### src/rtl/calendar_date_ctrl.sv
// Calendar date controller: tracks day/month/year 0001..9999, advances on a
// tick and loads a new date through a multi-cycle divide-by-subtraction check.
// set_req/tick are single-cycle pulses sampled only in RUN; busy is high from
// the cycle after an accepted set_req until the cycle set_ack/set_err pulses,
// and any pulse arriving while busy is dropped.
module calendar_date_ctrl (
    input  logic        clk,
    input  logic        rst,
    input  logic        tick,
    input  logic        set_req,
    input  logic [4:0]  set_day,
    input  logic [3:0]  set_month,
    input  logic [13:0] set_year,
    output logic [4:0]  day,
    output logic [3:0]  month,
    output logic [13:0] year,
    output logic [5:0]  dim,
    output logic        leap,
    output logic        busy,
    output logic        set_ack,
    output logic        set_err,
    output logic        month_wrap,
    output logic        year_wrap
);

    typedef enum logic [1:0] {RUN, DIV400, DIV100, CHECK} state_t;

    function automatic logic [5:0] days_in_month(input logic [3:0] m, input logic lp);
        case (m)
            4'd2:                      return lp ? 6'd29 : 6'd28;
            4'd4, 4'd6, 4'd9, 4'd11:   return 6'd30;
            default:                   return 6'd31;
        endcase
    endfunction

    state_t      state_q, state_d;
    logic [4:0]  day_q, day_d;
    logic [3:0]  month_q, month_d;
    logic [13:0] year_q, year_d;
    logic [8:0]  r400_q, r400_d;
    logic [6:0]  r100_q, r100_d;
    logic [4:0]  sd_q, sd_d;
    logic [3:0]  sm_q, sm_d;
    logic [13:0] sy_q, sy_d;
    logic [13:0] sr_q, sr_d;
    logic [8:0]  s400_q, s400_d;
    logic [6:0]  s100_q, s100_d;
    logic        busy_q, busy_d;
    logic        ack_q, ack_d;
    logic        err_q, err_d;
    logic        mw_q, mw_d;
    logic        yw_q, yw_d;

    logic        s_leap;
    logic        s_valid;

    // Current-date leap/dim come straight from the residue registers.
    assign leap = (year_q[1:0] == 2'd0) && ((r100_q != 7'd0) || (r400_q == 9'd0));
    assign dim  = days_in_month(month_q, leap);

    // Shadow date validation, using residues produced by the subtract loops.
    assign s_leap  = (sy_q[1:0] == 2'd0) && ((s100_q != 7'd0) || (s400_q == 9'd0));
    assign s_valid = (sm_q >= 4'd1) && (sm_q <= 4'd12) &&
                     (sy_q >= 14'd1) && (sy_q <= 14'd9999) &&
                     (sd_q >= 5'd1) && ({1'b0, sd_q} <= days_in_month(sm_q, s_leap));

    // Next-state logic: day advance in RUN, iterative mod-400/mod-100 for sets.
    always_comb begin
        state_d = state_q;
        day_d   = day_q;
        month_d = month_q;
        year_d  = year_q;
        r400_d  = r400_q;
        r100_d  = r100_q;
        sd_d    = sd_q;
        sm_d    = sm_q;
        sy_d    = sy_q;
        sr_d    = sr_q;
        s400_d  = s400_q;
        s100_d  = s100_q;
        busy_d  = busy_q;
        ack_d   = 1'b0;
        err_d   = 1'b0;
        mw_d    = 1'b0;
        yw_d    = 1'b0;
        case (state_q)
            RUN: begin
                if (set_req) begin
                    // A coincident tick is intentionally discarded.
                    sd_d    = set_day;
                    sm_d    = set_month;
                    sy_d    = set_year;
                    sr_d    = set_year;
                    busy_d  = 1'b1;
                    state_d = DIV400;
                end else if (tick) begin
                    if ({1'b0, day_q} < dim) begin
                        day_d = day_q + 5'd1;
                    end else if (month_q < 4'd12) begin
                        day_d   = 5'd1;
                        month_d = month_q + 4'd1;
                        mw_d    = 1'b1;
                    end else begin
                        day_d   = 5'd1;
                        month_d = 4'd1;
                        mw_d    = 1'b1;
                        yw_d    = 1'b1;
                        if (year_q == 14'd9999) begin
                            year_d = 14'd1;
                            r400_d = 9'd1;
                            r100_d = 7'd1;
                        end else begin
                            year_d = year_q + 14'd1;
                            r400_d = (r400_q == 9'd399) ? 9'd0 : r400_q + 9'd1;
                            r100_d = (r100_q == 7'd99)  ? 7'd0 : r100_q + 7'd1;
                        end
                    end
                end
            end
            DIV400: begin
                if (sr_q >= 14'd400) begin
                    sr_d = sr_q - 14'd400;
                end else begin
                    s400_d  = sr_q[8:0];
                    state_d = DIV100;
                end
            end
            DIV100: begin
                if (sr_q >= 14'd100) begin
                    sr_d = sr_q - 14'd100;
                end else begin
                    s100_d  = sr_q[6:0];
                    state_d = CHECK;
                end
            end
            CHECK: begin
                if (s_valid) begin
                    day_d   = sd_q;
                    month_d = sm_q;
                    year_d  = sy_q;
                    r400_d  = s400_q;
                    r100_d  = s100_q;
                    ack_d   = 1'b1;
                end else begin
                    err_d   = 1'b1;
                end
                busy_d  = 1'b0;
                state_d = RUN;
            end
            default: begin
                state_d = RUN;
                busy_d  = 1'b0;
            end
        endcase
    end

    // State and output registers with synchronous reset to 1 Jan 2000.
    always_ff @(posedge clk) begin
        if (rst) begin
            state_q <= RUN;
            day_q   <= 5'd1;
            month_q <= 4'd1;
            year_q  <= 14'd2000;
            r400_q  <= 9'd0;
            r100_q  <= 7'd0;
            sd_q    <= 5'd0;
            sm_q    <= 4'd0;
            sy_q    <= 14'd0;
            sr_q    <= 14'd0;
            s400_q  <= 9'd0;
            s100_q  <= 7'd0;
            busy_q  <= 1'b0;
            ack_q   <= 1'b0;
            err_q   <= 1'b0;
            mw_q    <= 1'b0;
            yw_q    <= 1'b0;
        end else begin
            state_q <= state_d;
            day_q   <= day_d;
            month_q <= month_d;
            year_q  <= year_d;
            r400_q  <= r400_d;
            r100_q  <= r100_d;
            sd_q    <= sd_d;
            sm_q    <= sm_d;
            sy_q    <= sy_d;
            sr_q    <= sr_d;
            s400_q  <= s400_d;
            s100_q  <= s100_d;
            busy_q  <= busy_d;
            ack_q   <= ack_d;
            err_q   <= err_d;
            mw_q    <= mw_d;
            yw_q    <= yw_d;
        end
    end

    assign day        = day_q;
    assign month      = month_q;
    assign year       = year_q;
    assign busy       = busy_q;
    assign set_ack    = ack_q;
    assign set_err    = err_q;
    assign month_wrap = mw_q;
    assign year_wrap  = yw_q;

endmodule

### config.mk
export PLATFORM = sky130hd
export DESIGN_NAME = calendar_date_ctrl
export DESIGN_NICKNAME = d
export VERILOG_FILES = /design/src/rtl/calendar_date_ctrl.sv
export SDC_FILE = /design/constraint.sdc
export NUM_CORES = 1
export LEC_CHECK = 0
export ABC_AREA = 1
export CAP_MARGIN = 20
export CELL_PAD_IN_SITES_DETAIL_PLACEMENT = 1
export CELL_PAD_IN_SITES_GLOBAL_PLACEMENT = 1
export CORE_MARGIN = 1
export CORE_UTILIZATION = 35
export DETAILED_ROUTE_END_ITERATION = 8
export MAX_ROUTING_LAYER = met4
export PLACE_DENSITY_LB_ADDON = 0.12
export SETUP_SLACK_MARGIN = 0.15
export SLEW_MARGIN = 20
export SYNTH_ARGS = -nofsm -noshare
export SYNTH_HDL_FRONTEND = slang
export SYNTH_SLANG_ARGS = --single-unit
### constraint.sdc
create_clock -name clk -period 2.9 [get_ports clk]
set_clock_uncertainty 0.2 [all_clocks]
set_input_delay 0.29 -clock clk [delete_from_list [all_inputs] [get_ports clk]]
set_output_delay 0.29 -clock clk [all_outputs]
set_load 0.02 [all_outputs]
==> results of run 1 <==
==> final cells by class <==
cell class | instances | area, um^2
timing repair buffer | 109 | 1031
tap | 220 | 275.3
multi-input combinational | 662 | 3635
sequential | 99 | 1986
timing repair inverter | 1 | 7.507
clock inverter | 7 | 81.33
fill | 2121 | 9131
inverter | 86 | 329.1
clock buffer | 9 | 225.2
==> worst reg2reg max path, delay by kind of cell, from the launching register on <==
kind / cells / cell delay [ps]
simple gates: 10 / 1260
compound gates: 4 / 680
buf+inv: 2 / 320
flops: 1 / 330
fa+ha+maj: 1 / 240
==> metrics by stage <==
step                TNS [ps]  instance area [um^2]  instances
CTS                    -3657                  7443       1187
detailed placement    -10710                  6898       1154
floorplan                  0                  6065        887
finish                 -6190                  7570       1193
global placement       -7097                  6898       1154
global route          -11620                  7570       1193
==> cell families after synthesis <==
family	synth area share [%]
AO/OA/AOI/OAI	19.13
XOR/XNOR	2.172
adder cells (fa/ha/maj)	5.377
buffers and inverters	10.01
flip-flops	32.76
multiplexers	0.1655
other	0.1241
AND/OR/NAND/NOR	30.26
==> how the worst max path moves through the flow <==
stage / cells after the start / from / slack (ps) / to
5_1_grt: 17 / s400_q[7] / -350 / year[5]
4_1_cts: 16 / s400_q[3] / -130 / year[2]
6_report: 17 / s400_q[0] / -220 / r100_q[3]
3_5_place_dp: 16 / s400_q[0] / -400 / year[10]
3_3_place_gp: 16 / s400_q[4] / -300 / r400_q[8]
2_1_floorplan: 16 / s400_q[0] / 150 / month[1]
==> layer usage <==
metal	GRT usage (%)	vias up	share of wire, %
met1	33.12	3075	48
met5	-	-	0
met3	2.702	24	2.9
met2	40.10	109	47
li1	-	3112	-
met4	7.197	0	1.5
==> repair_timing <==
item / 4_1_cts / 5_1_grt
buffers inserted: 12 / 6
setup endpoints to repair: 41 / 47
hold endpoints to repair: 0 / 0
pin swaps: 16 / 27
gates cloned: 5 / 0
gates resized for setup: 24 / 20
==> flip-flops by register name, indices dropped and copies added, names as in the netlist <==
name,cells
sd_q,5
set_ack,1
r100_q,7
r400_q,9
s100_q,7
year,14
day,5
busy,1
month,4
state_q,2
year_wrap,1
sr_q,14
sy_q,14
set_err,1
month_wrap,1
s400_q,9
sm_q,4
==> Yosys cell counts (all sizes together) <==
library cell  number  area [um^2]
a22oi              3        22.52
nor3b              1        7.510
nand3             69        345.3
xnor2              3        26.28
nand3b            16        120.1
inv               84        317.8
clkbuf            20        76.32
a21oi             96        488.0
nor3              15        80.08
a21boi             1        7.510
o22ai              3        18.77
o211ai             2        15.01
nor2             112        466.7
buf               24        203.9
and3               1        6.260
a31o               2        17.52
a31oi              8        50.05
dfxtp             99         1982
xor2              12        105.1
nand2            157        651.9
o21ai             99        499.2
ha                26        325.3
o21bai             1        7.510
nand4             11        83.83
mux2i              1        10.01
or2                5        31.28
conb               2        7.510
o31ai              1        7.510
nor4               6        37.54
a211oi             2        15.01
o221ai             1        8.760
clkinv             2        7.510
==> power groups by stage <==
stage          Sequential (W)  Clock [W]  Combinational [W]
2_1_floorplan         0.00201          0            0.00242
3_3_place_gp          0.00204          0            0.00333
3_5_place_dp          0.00206          0            0.00345
4_1_cts               0.00204    0.00132            0.00378
5_1_grt               0.00209    0.00137            0.00432
6_report              0.00205    0.00129            0.00394
==> flow_metrics.env, run 1 <==
export IMPL_outcome="finished with violations"
export IMPL_violations="setup timing"
export IMPL_fin_crit_sh_pct=107.5
export IMPL_worst_r2r_path_depth=17
export IMPL_postLayoutCoreUtil_pct=45.33
export IMPL_nets=1021
export IMPL_grt_max_degree=58
export IMPL_hold_end="r100_q[6]"
export IMPL_place_gp_congestion=0.8338
export IMPL_synth_cells=885
export IMPL_powerDensity_nw_per_um2=961.2
export IMPL_path_buf_inv=2
export IMPL_dp_hpwl_mm=14.98
export IMPL_rsz0062_at_grt="yes"
export IMPL_die_x_um=133.5
export IMPL_syn_area_per_cell_um2=6.836
export IMPL_wl_per_cell_um=17.84
export IMPL_p_int_w=0.003876
export IMPL_p_comb_share_pct=54.1
export IMPL_cts_sinks=99
export IMPL_yosysUniqueCellTypes=49
export IMPL_core_area_um2=16700
export IMPL_cts_inserted_buffers=9
export IMPL_p_switching_w=0.003400
export IMPL_antenna_found_initial=0
export IMPL_syn_to_final_growth_pct=25.13
export IMPL_rows=47
export IMPL_synth_cell_area_um2=6050
export IMPL_min_path_cells=2
export IMPL_place_ws_ps=-396.6
export IMPL_clock_path_buffers=2
export IMPL_final_max_slew_viol_count=0
export IMPL_grt_usage_pct=24.99
export IMPL_slew_headroom_pct=48.94
export IMPL_portBuffers=57
export IMPL_drive_gt1_share_pct=14.80
export IMPL_crit_path_start_kind="flip-flop"
export IMPL_arrival_ps=3170
export IMPL_initial_utilization_pct=36.22
export IMPL_leakage_nw=3.217
export IMPL_postRouteAntennaNets=0
export IMPL_worst_slack_ps=-216.2
export IMPL_sequentialPowerShare_pct=28.1
export IMPL_max_cap_viol_count=0
export IMPL_min_from="r100_q[6]"
export IMPL_crit_path_max_incr_delay_ps=330
export IMPL_cts_hold_fix_buffers=0
export IMPL_hold_path_class="flip-flop to flip-flop"
export IMPL_timing_hold_ws_ps=295.5
export IMPL_cpMaxStageDelayCell="dfxtp_1"
export IMPL_cp_top_family="simple AND/OR/NAND/NOR gates"
export IMPL_critPathKind="flip-flop to flip-flop"
export IMPL_diodes=0
export IMPL_power_w=0.007276
export IMPL_grt_pass1_wl_mm=34.06
export IMPL_switching_share_pct=46.73
export IMPL_die_y_um=133.5
export IMPL_firstDrtPassIters=5
export IMPL_path_clk_slew_ps=70
export IMPL_mostFrequentLayoutCells="141 x nand2_1, 99 x nor2_1, 96 x o21ai_0, 96 x dfxtp_1, 84 x a21oi_1"
export IMPL_r2r_end="r100_q[3]"
export IMPL_drc_errors=0
export IMPL_num_vias=6320
export IMPL_grt_pass1_vias=6338
export IMPL_wirelength_mm=21.28
export IMPL_endpoint_kind="flip-flop"
export IMPL_worstSkewPairLatency_ps=360
export IMPL_period_minus_slack_ps=3116
export IMPL_cp_max_fo=6
export IMPL_fmax_ghz=0.3209
export IMPL_ys_ff_latch=99
export IMPL_setup_violations=40
export IMPL_overflow=0
export IMPL_required_ps=2950
export IMPL_drt_initial_drc_count=312
export IMPL_io_pins=62
export IMPL_tightestPinTransition_ps=757.9
export IMPL_synth_seq_area_share_pct=32.76
export IMPL_viasPerCell=5.298
export IMPL_rrSetupSlack_ps=-220
export IMPL_dieArea_um2=17810
export IMPL_mostFrequentLayoutCell="nand2_1"
export IMPL_ys_warn_count=0
export IMPL_cts_tree="yes"
export IMPL_rr_startpoint="s400_q[0]"
export IMPL_power_frac_clock_pct=17.7
export IMPL_cts_root_buf="clkbuf_16"
export IMPL_htree_levels=3
export IMPL_vdd_drop_max_uv=466.0
export IMPL_hold_violations=0
export IMPL_worstPathCellList="nor4_2, nand2_1, or2_4, a31o_4, a21oi_2, ha_1, nand2_1, nand4_1, o21bai_4, nand4_1, nand2_2, nand2_8, buf_12, nor2_4, buf_6, a21oi_2, nor2_1"
No activity file was read; power rests on OpenSTA's default activity.
==> inputs of run 2 (changes only) <==
==> constraint.sdc (replaced) <==
create_clock -name clk -period 3.7 [get_ports clk]
set_clock_uncertainty 0.2 [all_clocks]
set_input_delay 0.74 -clock clk [delete_from_list [all_inputs] [get_ports clk]]
set_output_delay 0.74 -clock clk [all_outputs]
set_load 0.02 [all_outputs]
==> run 2 against run 1 <==
Sequential share of layout area up 2.1 points. Largest cell class unchanged. Critical path depth down 2. Clock power down 22%. Maximum frequency down 3.0%. Core utilization down 3.4 points. Register-to-register slack better by 700 ps. Clock-buffer cell count unchanged. First-iteration DRC count down 5.4%. Global-route usage down 1.8 points. The flow now finishes without violations.
==> flow_metrics.env, run 2 (same netlist as run 1, synthesis figures left out) <==
export IMPL_cts_inserted_buffers=9
export IMPL_core_area_um2=16700
export IMPL_place_ws_ps=544.3
export IMPL_fin_crit_sh_pct=86.87
export IMPL_worstPathCellList="nor4_1, nand2_1, or2_2, a31o_2, a21oi_1, ha_1, nand2_1, nand4_1, o21bai_1, nand4_1, nand2_1, nand2_2, inv_1, a21oi_1, nor2_2"
export IMPL_htree_levels=3
export IMPL_cpMaxStageDelayCell="dfxtp_1"
export IMPL_antenna_found_initial=0
export IMPL_hold_path_class="flip-flop to flip-flop"
export IMPL_final_max_slew_viol_count=0
export IMPL_drive_gt1_share_pct=7.251
export IMPL_fin_tns_setup_ps=0
export IMPL_firstDrtPassIters=4
export IMPL_placed_area_um2=6695
export IMPL_portBuffers=57
export IMPL_crit_top_cell="nand2_1"
export IMPL_top_layer_used="met4"
export IMPL_min_path_cells=2
export IMPL_wl_per_cell_um=16.89
export IMPL_multi_input_area_um2=3470
export IMPL_postLayoutCoreUtil_pct=41.93
export IMPL_slew_headroom_pct=50.85
export IMPL_io_pins=62
export IMPL_place_gp_congestion=0.8335
export IMPL_grt_pass1_vias=6115
export IMPL_overflow=0
export IMPL_required_ps=3750
export IMPL_fin_area_um2=7003
export IMPL_powerDensity_nw_per_um2=736.5
export IMPL_hold_violations=0
export IMPL_mostFrequentLayoutCells="147 x nand2_1, 101 x nor2_1, 99 x dfxtp_1"
export IMPL_drt_met1_wl_mm=9.579
export IMPL_fillers=2140
export IMPL_path_clk_slew_ps=70
export IMPL_leakage_nw=2.970
export IMPL_period_minus_slack_ps=3214
export IMPL_worst_slack_ps=485.8
export IMPL_cp_max_fo=13
export IMPL_wl_met2_mm=8.901
export IMPL_wirelength_mm=19.32
export IMPL_cts_tree="yes"
export IMPL_drt_initial_drc_count=295
export IMPL_clock_path_buffers=2
export IMPL_num_vias=6048
export IMPL_cts_root_buf="clkbuf_16"
export IMPL_postRouteAntennaNets=0
export IMPL_outcome="finished clean"
export IMPL_max_cap_viol_count=0
export IMPL_critPathKind="flip-flop to flip-flop"
export IMPL_viasPerCell=5.287
export IMPL_grt_pass1_wl_mm=31.66
export IMPL_wl_met3_um=507
export IMPL_grt_max_degree=54
export IMPL_setup_violations=0
export IMPL_dieArea_um2=17810
export IMPL_initial_utilization_pct=36.22
export IMPL_mostFrequentLayoutCell="nand2_1"
export IMPL_cts_hold_fix_buffers=0
export IMPL_cts_sinks=99
export IMPL_rows=47
export IMPL_diodes=0
export IMPL_rsz0062_at_grt="no"
export IMPL_postCtsSetupBuffers=0
export IMPL_tightestPinTransition_ps=735.5
export IMPL_endpoint_kind="flip-flop"
export IMPL_worstSkewPairLatency_ps=360
export IMPL_arrival_ps=3260
export IMPL_nets=972
export IMPL_dp_hpwl_mm=14.46
export IMPL_worst_r2r_path_depth=15
export IMPL_rrSetupSlack_ps=490
export IMPL_crit_path_start_kind="flip-flop"
export IMPL_crit_path_max_incr_delay_ps=330
export IMPL_vdd_drop_max_uv=307.5
export IMPL_ff_latch_area_um2=1982
export IMPL_syn_to_final_growth_pct=15.76
export IMPL_die_x_um=133.5
export IMPL_drc_errors=0
export IMPL_ctsResizeCount=0
export IMPL_fmax_ghz=0.3111
export IMPL_die_y_um=133.5
export IMPL_grt_usage_pct=23.18
run 2: final cells by class:
cell class | count | area share, %
clock inverter | 7 | 1.179
multi-input combinational | 658 | 49.54
tap | 220 | 3.931
timing repair buffer | 65 | 9.183
inverter | 86 | 4.645
sequential | 99 | 28.30
clock buffer | 9 | 3.216
run 2: final timing paths:
kind	from	endpoint
setup / recovery	s400_q[1]	month[1]
hold reg to reg	s100_q[1]	s100_q[1]
hold / removal	s100_q[1]	s100_q[1]
setup reg to reg	s400_q[1]	month[1]
run 2: routing by layer:
layer / track usage (%) / vias to the layer above
li1: - / 3014
met2: 37.33 / 87
met4: 5.871 / 0
met5: - / -
met3: 3.653 / 22
met1: 30.19 / 2925
run 2: per-stage QoR:
step           instances  power [W]  hold slack (ps)
2_1_floorplan        887   0.003461            238.9
4_1_cts             1144   0.005209            274.8
3_3_place_gp        1128   0.004078            259.5
5_1_grt             1144   0.005583            308.6
3_5_place_dp        1128   0.004171            263.8
6_report            1144   0.005158            272.6
run 2: worst max-delay path: cells and delay by family (launching register included):
family                     cells  cell delay (ps)
AOI/OAI and AO/OA              4              790
adders and majority gates      1              240
buffers and inverters          1              260
DFF                            1              330
and+or+nand+nor                9             1310
run 2: where the power goes:
group	total, W	internal [W]	switching, W
clock network	0.00101	0.000539	0.000468
logic	0.00254	0.000860	0.00168
registers	0.00161	0.00132	0.000289
total	0.00516	0.00272	0.00244
==> inputs of run 3 (changes only) <==
--- a/config.mk
+++ b/config.mk
@@ -19,3 +19,4 @@
 export SYNTH_ARGS = -nofsm -noshare
 export SYNTH_HDL_FRONTEND = slang
 export SYNTH_SLANG_ARGS = --single-unit
+export TNS_END_PERCENT = 20
==> results of run 3 <==
No change in the layout: final DEF, timing and power equal those of run 2.
